==> config.mk <==
export PLATFORM = sky130hd
export DESIGN_NAME = fp_div
export DESIGN_NICKNAME = d
export VERILOG_FILES = /design/src/rtl/fp_div.sv
export SDC_FILE = /design/constraint.sdc
export NUM_CORES = 1
export LEC_CHECK = 0
export CORE_ASPECT_RATIO = 1.25
export CORE_UTILIZATION = 28
export CTS_CLUSTER_DIAMETER = 150
export CTS_CLUSTER_SIZE = 25
export DETAILED_ROUTE_END_ITERATION = 10
export SYNTH_ARGS = -nofsm -noshare
export SYNTH_HDL_FRONTEND = slang
export SYNTH_SLANG_ARGS = --single-unit
==> constraint.sdc <==
create_clock -name clk -period 7.8 [get_ports clk]
set_clock_uncertainty 0.15 [all_clocks]
set_input_delay 1.95 -clock clk [delete_from_list [all_inputs] [get_ports clk]]
set_output_delay 1.95 -clock clk [all_outputs]
set_load 0.02 [all_outputs]
==> src/rtl/fp_div.sv <==
// Sequential IEEE-754 single-precision divider z = a / b.
// Restoring radix-2^RADIX_LOG2 mantissa division followed by one normalize/round cycle.
module fp_div #(
   parameter int unsigned RADIX_LOG2 = 1
) (
   input  logic        clk,
   input  logic        rst,
   input  logic        start,
   input  logic [31:0] a,
   input  logic [31:0] b,
   input  logic [2:0]  rnd,
   output logic        busy,
   output logic        done,
   output logic [31:0] z,
   output logic [7:0]  status
);

   localparam int unsigned N_DIV = 26 / RADIX_LOG2;

   typedef enum logic [1:0] {IDLE, DIV, ROUND} state_t;

   state_t state, state_nxt;

   logic [23:0]        mb_q;
   logic [25:0]        rem_q, quo_q;
   logic signed [9:0]  exp_q;
   logic               sign_q;
   logic [2:0]         rnd_q;
   logic [4:0]         cnt_q;

   logic               special;
   logic [31:0]        sp_z;
   logic [7:0]         sp_status;

   logic [25:0]        step_rem_in, step_quo_in, step_rem, step_quo;
   logic [23:0]        step_div;

   logic [23:0]        mant;
   logic               guard, sticky, up;
   logic [24:0]        mant_sum;
   logic [22:0]        mant_f;
   logic signed [9:0]  e_pre, e_f;
   logic               tiny, huge, inexact;
   logic [31:0]        rnd_z;
   logic [7:0]         rnd_status;

   assign busy = (state != IDLE);

   // Operand classification on the live inputs; only meaningful in IDLE.
   always_comb begin
      logic a_zero, a_inf, a_nan, b_zero, b_inf, b_nan;
      a_zero    = (a[30:23] == 8'h00);
      a_inf     = (a[30:23] == 8'hFF) && (a[22:0] == '0);
      a_nan     = (a[30:23] == 8'hFF) && (a[22:0] != '0);
      b_zero    = (b[30:23] == 8'h00);
      b_inf     = (b[30:23] == 8'hFF) && (b[22:0] == '0);
      b_nan     = (b[30:23] == 8'hFF) && (b[22:0] != '0);
      special   = 1'b1;
      sp_z      = '0;
      sp_status = '0;
      if (a_nan || b_nan || (a_zero && b_zero) || (a_inf && b_inf)) begin
         sp_z      = 32'h7FC0_0000;
         sp_status = 8'h04;
      end else if (a_inf || b_zero) begin
         sp_z      = {a[31] ^ b[31], 31'h7F80_0000};
         sp_status = 8'h02;
      end else if (a_zero || b_inf) begin
         sp_z      = {a[31] ^ b[31], 31'h0};
         sp_status = 8'h01;
      end else begin
         special   = 1'b0;
      end
   end

   // The first quotient step runs on the raw operands during the capture
   // edge, so DIV needs only N-1 cycles and the overall latency is N+1.
   always_comb begin
      if (state == IDLE) begin
         step_rem_in = {2'b00, 1'b1, a[22:0]};
         step_quo_in = '0;
         step_div    = {1'b1, b[22:0]};
      end else begin
         step_rem_in = rem_q;
         step_quo_in = quo_q;
         step_div    = mb_q;
      end
      step_rem = step_rem_in;
      step_quo = step_quo_in;
      for (int unsigned i = 0; i < RADIX_LOG2; i++) begin
         if (step_rem >= {2'b00, step_div}) begin
            step_rem = step_rem - {2'b00, step_div};
            step_quo = (step_quo << 1) | 26'd1;
         end else begin
            step_quo = step_quo << 1;
         end
         step_rem = step_rem << 1;
      end
   end

   always_comb begin
      state_nxt = state;
      case (state)
         IDLE:    if (start && !special) state_nxt = DIV;
         DIV:     if (cnt_q == '0) state_nxt = ROUND;
         ROUND:   state_nxt = IDLE;
         default: state_nxt = IDLE;
      endcase
   end

   always_ff @(posedge clk) begin
      if (rst) state <= IDLE;
      else     state <= state_nxt;
   end

   always_comb begin
      if (quo_q[25]) begin
         mant   = quo_q[25:2];
         guard  = quo_q[1];
         sticky = quo_q[0] | (rem_q != '0);
         e_pre  = exp_q;
      end else begin
         mant   = quo_q[24:1];
         guard  = quo_q[0];
         sticky = (rem_q != '0);
         e_pre  = exp_q - 10'sd1;
      end
      case (rnd_q)
         3'b001:  up = 1'b0;
         3'b010:  up = ~sign_q & (guard | sticky);
         3'b011:  up = sign_q & (guard | sticky);
         3'b100:  up = guard;
         3'b101:  up = guard | sticky;
         default: up = guard & (sticky | mant[0]);
      endcase
      mant_sum = {1'b0, mant} + {24'd0, up};
      if (mant_sum[24]) begin
         mant_f = mant_sum[23:1];
         e_f    = e_pre + 10'sd1;
      end else begin
         mant_f = mant_sum[22:0];
         e_f    = e_pre;
      end
      tiny    = 1'b0;
      huge    = 1'b0;
      inexact = guard | sticky;
      rnd_z   = {sign_q, e_f[7:0], mant_f};
      if (e_f > 10'sd254) begin
         huge    = 1'b1;
         inexact = 1'b1;
         case (rnd_q)
            3'b001:  rnd_z = {sign_q, 31'h7F7F_FFFF};
            3'b010:  rnd_z = sign_q ? 32'hFF7F_FFFF : 32'h7F80_0000;
            3'b011:  rnd_z = sign_q ? 32'hFF80_0000 : 32'h7F7F_FFFF;
            default: rnd_z = {sign_q, 31'h7F80_0000};
         endcase
      end else if (e_f < 10'sd1) begin
         tiny    = 1'b1;
         inexact = 1'b1;
         case (rnd_q)
            3'b101:  rnd_z = {sign_q, 31'h0080_0000};
            3'b010:  rnd_z = sign_q ? 32'h8000_0000 : 32'h0080_0000;
            3'b011:  rnd_z = sign_q ? 32'h8080_0000 : 32'h0000_0000;
            default: rnd_z = {sign_q, 31'h0};
         endcase
      end
      rnd_status = {2'b00, inexact, huge, tiny, 1'b0,
                    rnd_z[30:0] == 31'h7F80_0000, rnd_z[30:0] == 31'h0};
   end

   always_ff @(posedge clk) begin
      if (rst) begin
         z      <= '0;
         status <= '0;
         done   <= 1'b0;
         mb_q   <= '0;
         rem_q  <= '0;
         quo_q  <= '0;
         exp_q  <= '0;
         sign_q <= 1'b0;
         rnd_q  <= '0;
         cnt_q  <= '0;
      end else begin
         done <= 1'b0;
         case (state)
            IDLE: begin
               if (start) begin
                  if (special) begin
                     z      <= sp_z;
                     status <= sp_status;
                     done   <= 1'b1;
                  end else begin
                     mb_q   <= {1'b1, b[22:0]};
                     rem_q  <= step_rem;
                     quo_q  <= step_quo;
                     exp_q  <= $signed({2'b00, a[30:23]}) - $signed({2'b00, b[30:23]}) + 10'sd127;
                     sign_q <= a[31] ^ b[31];
                     rnd_q  <= (rnd[2:1] == 2'b11) ? 3'b000 : rnd;
                     cnt_q  <= 5'(N_DIV - 2);
                  end
               end
            end
            DIV: begin
               rem_q <= step_rem;
               quo_q <= step_quo;
               if (cnt_q != '0) cnt_q <= cnt_q - 5'd1;
            end
            ROUND: begin
               z      <= rnd_z;
               status <= rnd_status;
               done   <= 1'b1;
            end
            default: ;
         endcase
      end
   end

endmodule

==> flow_metrics.py, run 1 <==
metrics = {
    "synth": {
        "synth-async-reset-ratio": 0,
        "synth_flop_cell": "dfxtp_1",
        "avgSynthCellArea_um2": 7.549,
        "ys_seq_area_frac": 0.2844,
        "ys_ff_latch": 135,
        "synth_edf_count": 0,
        "ys.warnings.count": 0,
        "synth_area_um2": 9504,
        "synth_cell_types": 82,
        "netlist_instances": 1259,
    },
    "setup_path": {
        "critical_path.top_delay_family": "simple AND/OR/NAND/NOR gates",
        "r2r_slack_ns": 1.91,
        "crit_path_max_incr_delay_ns": 0.69,
        "crit_required_ns": 8.00,
        "timing.critical_path.from_type": "register",
        "path_cells": "a211oi_1, nand4_1, nor2_1, and2_1, o21ai_0, o31ai_1, nor2_1, ha_1, ha_1, nand3_1, or4b_1, nand4bb_1, or4b_1, a22oi_1, nand4_1, nand2b_1, and4_1, a21oi_1, o31ai_2",
        "crit_type": "reg2reg",
        "cp_slowest_cell": "dfxtp_2",
        "critPathMaxFanout": 26,
        "critPathCaptureType": "register",
        "cp_data_arrival_time_ns": 6.09,
        "timing.rr.start": "quo_q[25]",
        "rr_worst_depth": 19,
        "r2r-end": "z[21]",
        "cp.depth": 19,
        "path_buf_inv": 0,
        "critPathLaunch": "quo_q[25]",
    },
    "pwr": {
        "power.leakage_nw": 4.349,
        "finalPower_mw": 2.898,
        "pwr-share-clk": 0.273,
        "irDropWorstVdd_mv": 0.1309,
        "powerDensity_nw_per_um2": 252.4,
        "p_int_mw": 1.737,
        "pwr-share-comb": 0.433,
        "p_sw_mw": 1.161,
        "p_sw_frac": 0.4007,
        "pwr-share-seq": 0.294,
    },
    "clocking": {
        "cts_tree": "done",
        "clk_pin_slew_ns": 0.07,
        "clk_latency_ns": 0.43,
        "ctsHoldBuffers": 0,
        "cts_resized": 0,
        "clock_sink_count": 135,
        "cts_root_buf": "clkbuf_16",
        "htreeDepth": 4,
        "ctsLongestPathBuffers": 2,
        "cts_made_buffers": 17,
        "post_cts_buffers": 0,
    },
    "global_routing": {
        "grt_pass1_vias": 9091,
        "antenna_found_initial": 0,
        "grt_first_pass_wirelength_um": 47180,
        "grt_max_degree": 79,
        "grt-ovfl-total": 0,
        "grtUsageTotal": 0.1685,
    },
    "routing": {
        "viasPerCell": 5.321,
        "vias": 9365,
        "dr.pass1.iters": 5,
        "remaining_drc_errors": 0,
        "routedWlPerCell_um": 16.53,
        "drt_iter0_markers": 613,
        "drt_wl_total_um": 29100,
        "ant_nets": 0,
    },
    "floorplan": {
        "die_y_um": 208.0,
        "die_w_um": 166.8,
        "start_util": 0.2837,
        "dieArea_um2": 34690,
        "ios": 112,
        "core_um2": 33500,
        "rows": 75,
    },
    "job": {
        "max_cap_violations": 0,
    },
    "cells_and_area": {
        "fillers": 3509,
        "regArea_um2": 2704,
        "post_route_cells_drive_above_1_share": 0.05909,
        "multi_input_area_um2": 6341,
        "fin_nets": 1436,
        "area_growth_syn_to_layout_pct": 20.79,
        "antenna_cells": 0,
    },
    "sta": {
        "fmax_mhz": 169.7,
        "rsz0062_at_grt": "false",
        "finalSetupViolations": 0,
        "hold_violations": 0,
        "period_minus_slack_ns": 5.892,
        "slew_headroom": 0.2423,
        "worst_slew_pin_slew_ns": 1.135,
        "final-max-slew-violation-count": 0,
        "min_period_over_period": 0.7554,
        "fin_setup_tns_ns": 0,
    },
    "placement": {
        "place_congestion": 0.9048,
        "hpwl_um": 22220,
        "portBuffers": 109,
    },
    "min_path": {
        "min_from": "mb_q[19]",
        "hold_depth": 2,
        "min_to": "mb_q[19]",
        "holdCritPathClass": "reg2reg",
    },
    "status": {
        "status": "finished clean",
    },
}
power groups by stage:
stage | Sequential [mW] | Clock [mW] | Combinational, mW
2_1_floorplan | 0.837 | 0 | 0.938
3_3_place_gp | 0.864 | 0 | 1.23
3_5_place_dp | 0.865 | 0 | 1.24
4_1_cts | 0.850 | 0.803 | 1.25
5_1_grt | 0.861 | 0.833 | 1.39
6_report | 0.851 | 0.792 | 1.26
state kept, by name (all words and copies together), names as in the netlist, 2 cells and up:
signal  cells
quo_q      26
z          32
state       2
status      6
mb_q       24
exp_q      10
rem_q      25
rnd_q       3
cnt_q       5
synth_stat cells (33+ instances only):
master | number | area share
nor2_1 | 109 | 0.043
nor3_1 | 33 | 0.017
clkbuf_1 | 54 | 0.021
a21oi_1 | 107 | 0.056
dfxtp_1 | 135 | 0.28
o21ai_0 | 44 | 0.023
nand2_1 | 214 | 0.085
inv_1 | 44 | 0.017
mux2i_1 | 54 | 0.057
ha_1 | 40 | 0.053
a211oi_1 | 34 | 0.027
a22o_1 | 35 | 0.032
cells by family after synthesis:
logic type	count (synthesis)	synth area share
simple gates	503	0.2504
buf+inv	121	0.05121
mux	59	0.06280
xor+xnor	55	0.05068
flops	135	0.2844
compound gates	343	0.2433
fa+ha+maj	42	0.05687
other cells	1	0.0003946
layout by cell type, fill, tap and decap left out, types with 32 or more instances in the layout:
| master | count |
|---|---|
| nor2_1 | 106 |
| o21ai_0 | 44 |
| nor3_1 | 33 |
| ha_1 | 40 |
| mux2i_1 | 54 |
| dfxtp_1 | 134 |
| xnor2_1 | 32 |
| nand2_1 | 214 |
| a22o_1 | 35 |
| clkdlybuf4s50_1 | 108 |
| a21oi_1 | 106 |
| inv_1 | 44 |
| a211oi_1 | 34 |
worst max path at each step:
| stage | slack, ns | end |
|---|---|---|
| finish | 1.91 | z[21] |
| global route | 1.57 | z[19] |
| global placement | 2.03 | rem_q[4] |
| detailed placement | 1.90 | rem_q[8] |
| floorplan | 2.46 | z[23] |
| CTS | 1.99 | z[21] |
worst min-delay path, delay by kind of cell (launching register included):
family | cells | cell delay [ns]
compound gates | 1 | 0.05
flops | 1 | 0.31
simple gates | 1 | 0.05
final cells by class:
cell class | instances | area share
Multi-Input combinational cell | 1004 | 0.5524
Sequential cell | 135 | 0.2355
Timing Repair Buffer | 120 | 0.1018
Tap cell | 423 | 0.04610
Clock buffer | 18 | 0.03826
Inverter | 46 | 0.01504
Clock inverter | 14 | 0.01090
stage by stage:
stage | area, µm² | util | setup slack [ns] | hold WS, ns | instances
floorplan | 9508 | - | 2.464 | 0.2857 | 1260
global placement | 10920 | 0.3258 | 2.028 | 0.2914 | 1728
detailed placement | 10920 | 0.3258 | 1.898 | 0.2956 | 1728
CTS | 11480 | 0.3427 | 1.995 | 0.3056 | 1760
global route | 11480 | 0.3427 | 1.568 | 0.3164 | 1760
finish | 11480 | 0.3427 | 1.908 | 0.3050 | 1760
layer usage:
layer | GRT usage | routed length (µm) | share of wire
met5 | 0 | 0 | 0
met4 | 0.07120 | 915 | 0.031
met3 | 0.01997 | 1115 | 0.038
met2 | 0.3077 | 14630 | 0.50
met1 | 0.1974 | 12440 | 0.43
No activity file was read; power rests on OpenSTA's default activity.
==> run 2, diff against run 1 <==
- clock period: 7.8 -> 5.32 ns (I/O delays scaled with it)
==> flow_metrics.py, run 2 (synthesis results as in run 1) <==
metrics = {
    "sta": {
        "rsz0062_at_grt": "false",
        "period_minus_slack_ns": 4.986,
        "fin_setup_tns_ns": 0,
        "slew_headroom": 0.4514,
        "hold_violations": 0,
        "min_period_over_period": 0.9373,
        "setup_slack_ns": 0.3338,
        "final-max-slew-violation-count": 0,
        "fmax_mhz": 200.6,
        "worst_slew_pin_slew_ns": 0.8126,
        "finalSetupViolations": 0,
    },
    "cells_and_area": {
        "largest_register": "z",
        "multi_input_area_um2": 6356,
        "largestRegisters": "z: 32 flops, quo_q: 26 flops, rem_q: 25 flops",
        "fin_nets": 1451,
        "final_cell_mix": "214 x nand2_1, 134 x dfxtp_1, 108 x clkdlybuf4s50_1",
        "fillers": 3518,
        "area_growth_syn_to_layout_pct": 23.06,
        "largest_reg_flops": 32,
        "final_common_cell": "nand2_1",
        "regArea_um2": 2704,
        "antenna_cells": 0,
        "post_route_cells_drive_above_1_share": 0.07106,
    },
    "global_routing": {
        "grtUsageTotal": 0.1693,
        "antenna_found_initial": 0,
        "grt-ovfl-total": 0,
        "grt_first_pass_wirelength_um": 47130,
        "grt_pass1_vias": 9122,
        "grt_max_degree": 51,
    },
    "floorplan": {
        "core_um2": 33500,
        "rows": 75,
        "die_w_um": 166.8,
        "start_util": 0.2837,
        "dieArea_um2": 34690,
        "ios": 112,
        "die_y_um": 208.0,
    },
    "routing": {
        "viasPerCell": 5.294,
        "routedWlPerCell_um": 16.47,
        "drt_wl_total_um": 29220,
        "vias": 9391,
        "ant_nets": 0,
        "dr.pass1.iters": 5,
        "drt_iter0_markers": 602,
        "remaining_drc_errors": 0,
    },
    "clocking": {
        "clk_latency_ns": 0.43,
        "cts_root_buf": "clkbuf_16",
        "cts_made_buffers": 17,
        "cts_tree": "done",
        "clock_sink_count": 135,
        "ctsLongestPathBuffers": 2,
        "htreeDepth": 4,
        "clk_pin_slew_ns": 0.06,
        "ctsHoldBuffers": 0,
    },
    "pwr": {
        "powerDensity_nw_per_um2": 377.7,
        "power.leakage_nw": 4.491,
        "p_sw_mw": 1.679,
        "pwr-share-clk": 0.291,
        "pwr-share-comb": 0.427,
        "p_int_mw": 2.738,
        "p_sw_frac": 0.3801,
        "irDropWorstVdd_mv": 0.2134,
        "pwr-share-seq": 0.282,
    },
    "placement": {
        "hpwl_um": 22230,
        "place_congestion": 0.8907,
        "portBuffers": 109,
        "dp_slack_ns": 0.2078,
    },
    "job": {
        "max_cap_violations": 0,
    },
    "setup_path": {
        "timing.critical_path.from_type": "register",
        "cp_data_arrival_time_ns": 5.15,
        "r2r_slack_ns": 0.33,
        "critPathMaxFanout": 7,
        "critPathCaptureType": "register",
        "crit_type": "reg2reg",
        "crit_required_ns": 5.49,
    },
    "min_path": {
        "holdCritPathClass": "reg2reg",
    },
    "status": {
        "status": "finished clean",
    },
}
## run 2: layout make-up
class / count / area share
clock buffers: 19 / 0.03872
clock inverters: 12 / 0.01498
inverters: 46 / 0.01476
multi-input cells: 1004 / 0.5434
flip-flops and latches: 135 / 0.2312
well taps: 423 / 0.04525
repair buffers: 135 / 0.1117
## run 2: through the flow
| stage | hold WS, ns | util | instances | power [mW] | instance area (µm²) |
|---|---|---|---|---|---|
| floorplan | 0.2857 | - | 1260 | 2.603 | 9509 |
| global placement | 0.2910 | 0.3299 | 1743 | 3.108 | 11050 |
| detailed placement | 0.2960 | 0.3299 | 1743 | 3.128 | 11050 |
| CTS | 0.3049 | 0.3487 | 1774 | 4.427 | 11680 |
| global route | 0.3161 | 0.3491 | 1774 | 4.698 | 11700 |
| finish | 0.3037 | 0.3491 | 1774 | 4.417 | 11700 |
## run 2: worst paths after layout
| path | cells after the start | end | from |
|---|---|---|---|
| worst max register to register | 19 | z[1] | quo_q[0] |
| worst min register to register | 2 | mb_q[19] | mb_q[19] |
| worst max-delay path | 19 | z[1] | quo_q[0] |
| worst min-delay path | 2 | mb_q[19] | mb_q[19] |
## run 2: repair_timing
| item | in CTS | in global routing |
|---|---|---|
| setup buffers | 0 | 0 |
| setup endpoints to repair | 0 | 22 |
| resized for setup | 0 | 3 |
## run 2: power by group through the flow
stage                     combinational (mW)  clock (mW)  sequential, mW
after floorplan                         1.37           0            1.23
after global placement                  1.84           0            1.27
after detailed placement                1.86           0            1.27
after CTS                               1.87        1.31            1.25
after global routing                    2.07        1.36            1.26
final                                   1.89        1.29            1.25
## run 2: worst max-delay path: stages, from the launching register on
cell,delay (ns)
dfxtp_1,0.40
a211oi_1,0.12
nand4_1,0.17
nor2_1,0.07
and2_1,0.16
o21ai_0,0.14
o31ai_1,0.09
nor2_1,0.09
ha_1,0.27
ha_1,0.27
nand3_1,0.11
or4b_1,0.57
nand4bb_2,0.39
or4b_1,0.60
a22oi_1,0.26
nand4_1,0.23
nand4bb_4,0.21
nand2b_4,0.17
nor2_1,0.07
a221o_1,0.35
## run 2: metal layers
metal  vias to the layer above  part of all wire  GRT usage
met5                         -                 0          0
met4                         0             0.024    0.06194
met3                        50             0.036    0.02777
met2                       227              0.51     0.3106
met1                      4422              0.43     0.1958
li1                       4692                 -          -
